===== src/rtl/riscv_pkg.sv =====
// Shared constants for the riscv_i core: opcodes, RAM base address,
// LOAD/STORE funct3 encodings and the load/store unit state type.
package riscv_pkg;

    localparam logic [6:0] LOAD   = 7'b0000011;
    localparam logic [6:0] STORE  = 7'b0100011;
    localparam logic [6:0] OP_IMM = 7'b0010011;
    localparam logic [6:0] OP     = 7'b0110011;
    localparam logic [6:0] LUI    = 7'b0110111;
    localparam logic [6:0] AUIPC  = 7'b0010111;
    localparam logic [6:0] JAL    = 7'b1101111;
    localparam logic [6:0] JALR   = 7'b1100111;
    localparam logic [6:0] BRANCH = 7'b1100011;

    localparam logic [31:0] ENTRY = 32'h8000_0000;

    localparam logic [2:0] F3_LB  = 3'b000;
    localparam logic [2:0] F3_LH  = 3'b001;
    localparam logic [2:0] F3_LW  = 3'b010;
    localparam logic [2:0] F3_LBU = 3'b100;
    localparam logic [2:0] F3_LHU = 3'b101;

    localparam logic [2:0] F3_SB  = 3'b000;
    localparam logic [2:0] F3_SH  = 3'b001;
    localparam logic [2:0] F3_SW  = 3'b010;

    typedef enum logic [1:0] {
        IDLE  = 2'd0,
        ISSUE = 2'd1,
        WAIT  = 2'd2,
        RESP  = 2'd3
    } lsu_state_t;

endpackage


===== src/rtl/m_load_extend.sv =====
// Combinational load data alignment and sign/zero extension: picks the
// addressed byte or halfword out of a RAM word and widens it to 32 bits.
module m_load_extend
    import riscv_pkg::*;
(
    input  logic [2:0]  fun3,
    input  logic [1:0]  a,
    input  logic [31:0] rdata,
    output logic [31:0] data
);

    logic [7:0]  byte_sel;
    logic [15:0] half_sel;

    // Halfwords only use a[1]; a[0] is ignored so misaligned halves read aligned.
    assign byte_sel = rdata[{a, 3'b000} +: 8];
    assign half_sel = rdata[{a[1], 4'b0000} +: 16];

    always_comb begin
        data = 32'h0;
        case (fun3)
            F3_LB:   data = {{24{byte_sel[7]}}, byte_sel};
            F3_LH:   data = {{16{half_sel[15]}}, half_sel};
            F3_LW:   data = rdata;
            F3_LBU:  data = {24'h0, byte_sel};
            F3_LHU:  data = {16'h0, half_sel};
            default: data = 32'h0;
        endcase
    end

endmodule


===== src/rtl/m_lsu.sv =====
// Load/store unit: one word-wide access at a time on the unified RAM.
// Define LSU_MISALIGN_CHECK_EN to fault misaligned LH/LHU/SH/LW/SW instead of forcing alignment.
module m_lsu #(
    parameter logic [31:0] ENTRY    = riscv_pkg::ENTRY,
    parameter int unsigned MEMWORDS = 4096
) (
    input  logic        clk,
    input  logic        reset,
    input  logic        req_valid,
    output logic        req_ready,
    input  logic        req_store,
    input  logic [2:0]  req_fun3,
    input  logic [31:0] req_addr,
    input  logic [31:0] req_wdata,
    output logic        mem_valid,
    input  logic        mem_ready,
    output logic        mem_we,
    output logic [3:0]  mem_be,
    output logic [11:0] mem_addr,
    output logic [31:0] mem_wdata,
    input  logic        mem_rvalid,
    input  logic [31:0] mem_rdata,
    output logic        rsp_valid,
    output logic [31:0] rsp_data,
    output logic        rsp_fault
);
    import riscv_pkg::*;

    lsu_state_t  state_reg;
    logic        store_reg;
    logic [2:0]  fun3_reg;
    logic [1:0]  a_reg;
    logic        req_ready_reg;
    logic        mem_valid_reg;
    logic        mem_we_reg;
    logic [3:0]  mem_be_reg;
    logic [11:0] mem_addr_reg;
    logic [31:0] mem_wdata_reg;
    logic        rsp_valid_reg;
    logic        rsp_fault_reg;
    logic [31:0] rsp_data_reg;

    logic [31:0] word_idx;
    logic        range_fault;
    logic        fun3_fault;
    logic        misalign_fault;
    logic        req_fault;
    logic [3:0]  be_next;
    logic [31:0] wdata_next;
    logic [31:0] load_data;

    // Addresses below ENTRY wrap to a huge index, so the range compare also catches them.
    assign word_idx    = (req_addr - ENTRY) >> 2;
    assign range_fault = (req_addr < ENTRY) || (word_idx >= MEMWORDS);
    assign fun3_fault  = req_store ? (req_fun3 >= 3'd3)
                                   : ((req_fun3 == 3'b011) || (req_fun3 == 3'b110) || (req_fun3 == 3'b111));

`ifdef LSU_MISALIGN_CHECK_EN
    always_comb begin
        misalign_fault = 1'b0;
        case (req_fun3)
            F3_LH, F3_LHU: misalign_fault = req_addr[0];
            F3_LW:         misalign_fault = |req_addr[1:0];
            default:       misalign_fault = 1'b0;
        endcase
    end
`else
    assign misalign_fault = 1'b0;
`endif

    assign req_fault = range_fault || fun3_fault || misalign_fault;

    always_comb begin
        be_next    = 4'b1111;
        wdata_next = req_wdata;
        if (req_store) begin
            case (req_fun3)
                F3_SB: begin
                    be_next    = 4'b0001 << req_addr[1:0];
                    wdata_next = {4{req_wdata[7:0]}};
                end
                F3_SH: begin
                    be_next    = 4'b0011 << {req_addr[1], 1'b0};
                    wdata_next = {2{req_wdata[15:0]}};
                end
                default: begin
                    be_next    = 4'b1111;
                    wdata_next = req_wdata;
                end
            endcase
        end
    end

    m_load_extend u_load_extend (
        .fun3  (fun3_reg),
        .a     (a_reg),
        .rdata (mem_rdata),
        .data  (load_data)
    );

    always_ff @(posedge clk or negedge reset) begin
        if (!reset) begin
            state_reg     <= IDLE;
            store_reg     <= 1'b0;
            fun3_reg      <= 3'b000;
            a_reg         <= 2'b00;
            req_ready_reg <= 1'b1;
            mem_valid_reg <= 1'b0;
            mem_we_reg    <= 1'b0;
            mem_be_reg    <= 4'b0000;
            mem_addr_reg  <= 12'h000;
            mem_wdata_reg <= 32'h0;
            rsp_valid_reg <= 1'b0;
            rsp_fault_reg <= 1'b0;
            rsp_data_reg  <= 32'h0;
        end else begin
            case (state_reg)
                IDLE: begin
                    if (req_valid) begin
                        store_reg     <= req_store;
                        fun3_reg      <= req_fun3;
                        a_reg         <= req_addr[1:0];
                        req_ready_reg <= 1'b0;
                        rsp_data_reg  <= 32'h0;
                        if (req_fault) begin
                            rsp_fault_reg <= 1'b1;
                            rsp_valid_reg <= 1'b1;
                            state_reg     <= RESP;
                        end else begin
                            rsp_fault_reg <= 1'b0;
                            mem_valid_reg <= 1'b1;
                            mem_we_reg    <= req_store;
                            mem_be_reg    <= be_next;
                            mem_addr_reg  <= word_idx[11:0];
                            mem_wdata_reg <= wdata_next;
                            state_reg     <= ISSUE;
                        end
                    end
                end
                ISSUE: begin
                    if (mem_ready) begin
                        mem_valid_reg <= 1'b0;
                        if (store_reg) begin
                            rsp_valid_reg <= 1'b1;
                            state_reg     <= RESP;
                        end else begin
                            state_reg     <= WAIT;
                        end
                    end
                end
                WAIT: begin
                    if (mem_rvalid) begin
                        rsp_data_reg  <= load_data;
                        rsp_valid_reg <= 1'b1;
                        state_reg     <= RESP;
                    end
                end
                RESP: begin
                    rsp_valid_reg <= 1'b0;
                    req_ready_reg <= 1'b1;
                    state_reg     <= IDLE;
                end
                default: begin
                    state_reg     <= IDLE;
                    req_ready_reg <= 1'b1;
                    mem_valid_reg <= 1'b0;
                    rsp_valid_reg <= 1'b0;
                end
            endcase
        end
    end

    assign req_ready = req_ready_reg;
    assign mem_valid = mem_valid_reg;
    assign mem_we    = mem_we_reg;
    assign mem_be    = mem_be_reg;
    assign mem_addr  = mem_addr_reg;
    assign mem_wdata = mem_wdata_reg;
    assign rsp_valid = rsp_valid_reg;
    assign rsp_data  = rsp_data_reg;
    assign rsp_fault = rsp_fault_reg;

endmodule


===== config.mk =====
export PLATFORM = sky130hd
export DESIGN_NAME = m_lsu
export DESIGN_NICKNAME = d
export VERILOG_FILES = /design/src/rtl/riscv_pkg.sv /design/src/rtl/m_load_extend.sv /design/src/rtl/m_lsu.sv
export SDC_FILE = /design/constraint.sdc
export NUM_CORES = 1
export LEC_CHECK = 0
export CAP_MARGIN = 20
export CORE_UTILIZATION = 40
export DETAILED_ROUTE_END_ITERATION = 12
export PLACE_DENSITY = 0.84
export SLEW_MARGIN = 20
export SYNTH_ARGS = -nofsm -noshare
export SYNTH_HDL_FRONTEND = slang
export SYNTH_SLANG_ARGS = --single-unit

===== constraint.sdc =====
create_clock -name clk -period 2.8 [get_ports clk]
set_input_delay 0.84 -clock clk [delete_from_list [all_inputs] [get_ports clk]]
set_output_delay 0.84 -clock clk [all_outputs]
set_load 0.03 [all_outputs]

; After elaboration in Yosys (flattened, before gate mapping)
; Index checks and enable logic that the tools add are counted.
[word_totals]
register_bits = 93
input_bits = 105
output_inout_bits = 85
[op_classes]
n_addsub = 1
n_lt_le_gt_ge = 3
eq_ne = 17
n_shift = 4
mux = 28
n_bitwise = 1
reduce_logical = 17
[ops]
columns = cell, count
row1 = 32-bit case mux with 5 select lines, 1
row2 = 32-bit case mux with 2 select lines, 2
row3 = 32-bit two-way mux, 3
row4 = 32-bit < comparator (second input constant), 1
row5 = 32-bit by 6-bit indexed part select with 16-bit output, 1
row6 = 32-bit by 6-bit indexed part select with 8-bit output, 1
row7 = 32-bit subtractor (second input constant), 1
row8 = 30-bit by 13-bit >= comparator with 1-bit output (second input constant), 1
row9 = 3-bit equality test (second input constant), 4
row10 = 1-bit two-way mux, 12
row11 = 2-bit inequality test (second input constant), 6
row12 = 3-bit AND reduction, 3
row13 = 2-bit two-way mux, 4
row14 = 2-bit case mux with 4 select lines, 1
row15 = 4-bit case mux with 2 select lines, 1
row16 = 3-bit by 1-bit equality test with 1-bit output (second input constant), 2
row17 = 3-bit by 2-bit equality test with 1-bit output (second input constant), 2
row18 = 3-bit logical NOT, 2
row19 = 2-bit nonzero test, 3
row20 = 5-bit AND reduction, 1
row21 = 2-bit equality test (second input constant), 2
row22 = 1-bit logical OR, 4
row23 = 4-bit two-way mux, 1
row24 = 1-bit case mux with 2 select lines, 2
row25 = other kinds (9), 10

; Longest topological paths before layout
[depth]
word_depth = 8
mapped_depth = 9
depth_no_buf = 6

; Hierarchy
; From an unflattened synthesis, not the netlist that was laid out.
[unflattened]
cells_unflattened = 411
hier_area_um2 = 4864.7
[by_module_without_submodules]
columns = mod, n_inst, cells_per_inst, area_per_inst_um2, seq_area_each_um2
row1 = m_lsu, 1, 294, 4042.6, 2328.5
row2 = m_load_extend, 1, 117, 822.0, 0.0

; Least setup slack after synthesis
; Ideal clock, no wire load.
[synth_timing]
path_kind = input port to flip-flop
startpoint = input req_addr[17]
endpoint = register mem_wdata_reg[0] (netlist: mem_wdata[0])
arrival_ns = 2.214
setup_slack_ns = 0.461
stages = 5
n_path_buf = 1
path_cell_list = nor4_1 > nand4_1 > nor3_4 > buf_6 > mux2_2
[synth_between]
elab_chain_len = 6
word_cells_on_any_way = 7
classes_between = add/sub (1) / order compare (2) / bitwise (1) / reduce/logical (3)
[synth_lines]
columns = element, line
row1 = "start, declared", m_lsu.sv:13  ; input logic [31:0] req_addr,
row2 = 32-bit subtractor, m_lsu.sv:53  ; assign word_idx = (req_addr - ENTRY) >> 2;
row3 = 30-bit by 13-bit >= comparator with 1-bit output, m_lsu.sv:54  ; assign range_fault = (req_addr < ENTRY) || (word_idx >= MEMWORDS);
row4 = 1-bit logical OR (*), m_lsu.sv:54
row5 = 1-bit logical OR (*), m_lsu.sv:71  ; assign req_fault = range_fault || fun3_fault || misalign_fault;
row6 = 1-bit NOT (no line) (*), -
row7 = 3-bit AND reduction (no line) (*), -
row8 = "end signal, assigned", m_lsu.sv:135  ; mem_wdata_reg <= wdata_next;
row9 = "end, declared", m_lsu.sv:38  ; logic [31:0] mem_wdata_reg;
; Mark *: on every way between the ends. The rest lies on a longest branch, timed or not.
; A chain may end at the register's enable or synchronous reset.

; Worst setup path after layout
[layout_timing]
startpoint = input req_addr[17]
endpoint = register mem_addr_reg[7] (netlist: mem_addr[7])
[layout_between]
elab_chain_len = 6
word_cells_on_any_way = 7
classes_between = add/sub (1) / order compare (2) / bitwise (1) / reduce/logical (3)
[layout_lines]
columns = element, line
row1 = 32-bit subtractor, m_lsu.sv:53
row2 = 30-bit by 13-bit >= comparator with 1-bit output, m_lsu.sv:54
row3 = 1-bit logical OR (*), m_lsu.sv:54
row4 = 1-bit logical OR (*), m_lsu.sv:71
row5 = 1-bit NOT (no line) (*), -
row6 = 3-bit AND reduction (no line) (*), -
row7 = "end signal, assigned", m_lsu.sv:134  ; mem_addr_reg <= word_idx[11:0];
row8 = "end, declared", m_lsu.sv:37  ; logic [11:0] mem_addr_reg;
; Marks and branches as above.

==> results.cfg <==
[status]
status = completed

[sta]
grt_setup_unrepaired = false
finalCritPeriodShare_pct = 89.9
drv_slew = 0
slew_headroom_pct = 61.2
hold_viol_final = 0
tightest_slew_ps = 581
setup_viol = 0
skew_ps = 6.06
min_period_ps = 2520
fmax_mhz = 397
final.setup.tns_ps = 0

[synth]
synth_fa_ha_area_share_pct = 1.08
synth_top_area_share_pct = 49.7
synth.top_cells.by_area = dfrtp_1, mux2_2, nand2_1
synth-compound-area-share_pct = 13.6
synthTopCellsByCount = dfrtp_1, mux2_2, nand2_1, o21ai_0, a21o_1
synth_enable_flop_cells = 0
ys_seq_area_share_pct = 50.2
ys_ff_latch = 93
ys_warn_count = 0
yosys.area_share.simple_pct = 9.31
syn-cell-area_um2 = 4640
synth_mux_area_share_pct = 22.3
async_reset_ff_share_pct = 100
ys_types = 42
synth.largest_area_cell = dfrtp_1
synth_most_common_cell = dfrtp_1
syn-num-nets = 509
syn_inst = 400
synthFlopType = dfrtp_1
synth_top_family_by_area = multiplexers
synth_xor_area_share_pct = 0
synth.avg_cell_area_um2 = 11.6

[placed_design]
dpl.cell_count = 724
port_buffers = 189
place.detailed.hpwl_um = 9990
place_congestion = 0.987

[setup_path]
r2r_start = state_reg[1]
rr_worst_depth = 6
critPathLaunchType = primary input
cp_max_fo = 50
reg2reg_slack_ps = 590
r2r_end = mem_addr[7]
arrival_ps = 2750
worstSetupPathType = primary input to register
critical_path.endpoint_type = register
crit_required_ps = 3030

[power]
p_leak_uw = 0.00317
peakVddDrop_uv = 539
p_per_area_nw_per_um2 = 745
power.internal_uw = 3370
power.switching_uw = 1900
p_clk_share_pct = 25.0
pwr-share-comb_pct = 41.1
p_sw_share_pct = 36.1
seqPwrFrac_pct = 33.9

[floorplan]
die_w_um = 110
num_io_pins = 190
fp.dieH_um = 110
core-area_um2 = 11100
fp-row-count = 38
dieArea_um2 = 12000
initial_core_util_pct = 41.8

[route]
drtAntennaViolNets = 0
viasPerCell = 5.53
vias = 4093
wl_per_cell_um = 18.4
drt_iter0_markers = 248
drtPass1Iterations = 5
drc = 0
wl_um = 13600

[grt]
grt_first_pass_wirelength_um = 21000
grt_usage_pct = 23.6
antenna_found_initial = 0
grt_overflow = 0
grt_max_degree = 54
grt_pass1_vias = 4226

[clocking]
numCtsBuffers = 9
post-cts-setup-buffers = 0
cts_tree = yes
clock_sinks = 93
cts_buffer_depth = 2
path_clk_slew_ps = 60
holdBufCountCts = 0
clk_latency_ps = 350
post_cts_resized = 0
h-tree-depth = 3
cts_root_buf = clkbuf_16

[final_layout]
syn_to_final_growth_pct = 52.7
nFillCells = 895
finalNetCount = 704
stdcell_count = 740
antennaDiodeCount = 0
drive_above_1_share_pct = 19.7

[flow_run]
maxCapViolCount = 0

[min_path]
hp-class = primary input to async pin
power groups by stage:
| stage | registers (µW) | logic, µW | clock network [µW] |
|---|---|---|---|
| 2_1_floorplan | 2090 | 1020 | 0 |
| 3_3_place_gp | 1790 | 2120 | 0 |
| 3_5_place_dp | 1800 | 2170 | 0 |
| 4_1_cts | 1780 | 2180 | 1360 |
| 5_1_grt | 1810 | 2340 | 1410 |
| 6_report | 1790 | 2170 | 1320 |
cells in the final DEF, fill, tap and decap left out, types with 2 or more instances in the layout:
| cell type | instances |
|---|---|
| buf_4 | 19 |
| a31oi_1 | 17 |
| a222oi_1 | 8 |
| bufinv_16 | 2 |
| clkdlybuf4s50_1 | 188 |
| nor2_1 | 14 |
| nand2b_1 | 4 |
| clkbuf_16 | 9 |
| nor2b_1 | 7 |
| o21ai_0 | 24 |
| nor4_1 | 3 |
| nor3_1 | 3 |
| mux2_2 | 75 |
| and2_1 | 2 |
| mux2_1 | 7 |
| a21o_1 | 18 |
| inv_1 | 5 |
| clkbuf_1 | 2 |
| ha_1 | 4 |
| mux2i_1 | 9 |
| nor3b_2 | 2 |
| dfrtp_1 | 92 |
| buf_12 | 3 |
| a221oi_1 | 7 |
| o211ai_1 | 2 |
| nand4_1 | 4 |
| a21oi_1 | 12 |
| nand3_1 | 2 |
| nand2_1 | 38 |
stage by stage:
stage / worst slack (ps) / total power [µW] / instance area, µm² / hold slack [ps] / utilization (%)
floorplan: 461 / 3110 / 4640 / 489 / -
global placement: -8.73 / 3900 / 6760 / 461 / 61.0
detailed placement: -58.3 / 3970 / 6760 / 469 / 61.0
CTS: 318 / 5310 / 7080 / 484 / 63.9
global route: 180 / 5560 / 7080 / 489 / 63.9
finish: 283 / 5270 / 7080 / 478 / 63.9
worst max-delay path by stage:
| stage | startpoint | to | cells past startpoint |
|---|---|---|---|
| 2_1_floorplan | req_addr[17] | mem_wdata[0] | 5 |
| 3_3_place_gp | req_fun3[2] | mem_addr[0] | 6 |
| 3_5_place_dp | req_addr[17] | mem_wdata[23] | 6 |
| 4_1_cts | req_addr[17] | mem_wdata[23] | 6 |
| 5_1_grt | req_addr[17] | mem_addr[7] | 6 |
| 6_report | req_addr[17] | mem_addr[7] | 6 |
per-layer routing:
| metal | vias to the layer above | wire length [µm] | GRT usage, % |
|---|---|---|---|
| met4 | 0 | 439 | 13.1 |
| met5 | - | 0 | 0 |
| met2 | 233 | 6510 | 39.5 |
| met1 | 1959 | 5170 | 26.4 |
| li1 | 1867 | - | - |
| met3 | 34 | 1490 | 7.88 |
worst max-delay path: stages:
cell and delay [ps]:
clkdlybuf4s50_1 390, nor4_1 320, nand4_1 240, nor3_4 250
buf_12 270, mux2_2 380
final cells by class:
type                            instances  area (µm²)  area share [%]
Inverter                                5        18.8           0.265
Timing Repair Buffer                  210        2080            29.4
Sequential cell                        93        2330            32.9
Clock inverter                          4        72.6            1.03
Clock buffer                           12         246            3.48
Multi-Input combinational cell        276        2150            30.4
Tap cell                              140         175            2.47
cell families (layout without fill, tap and decap cells):
group | after synthesis | in the layout
AOI/OAI and AO/OA | 94 | 94
and+or+nand+nor | 86 | 86
muxes | 92 | 92
buffers and inverters | 31 | 231
adders and majority gates | 4 | 4
DFF | 93 | 93
(Power assumes the default switching activity.)
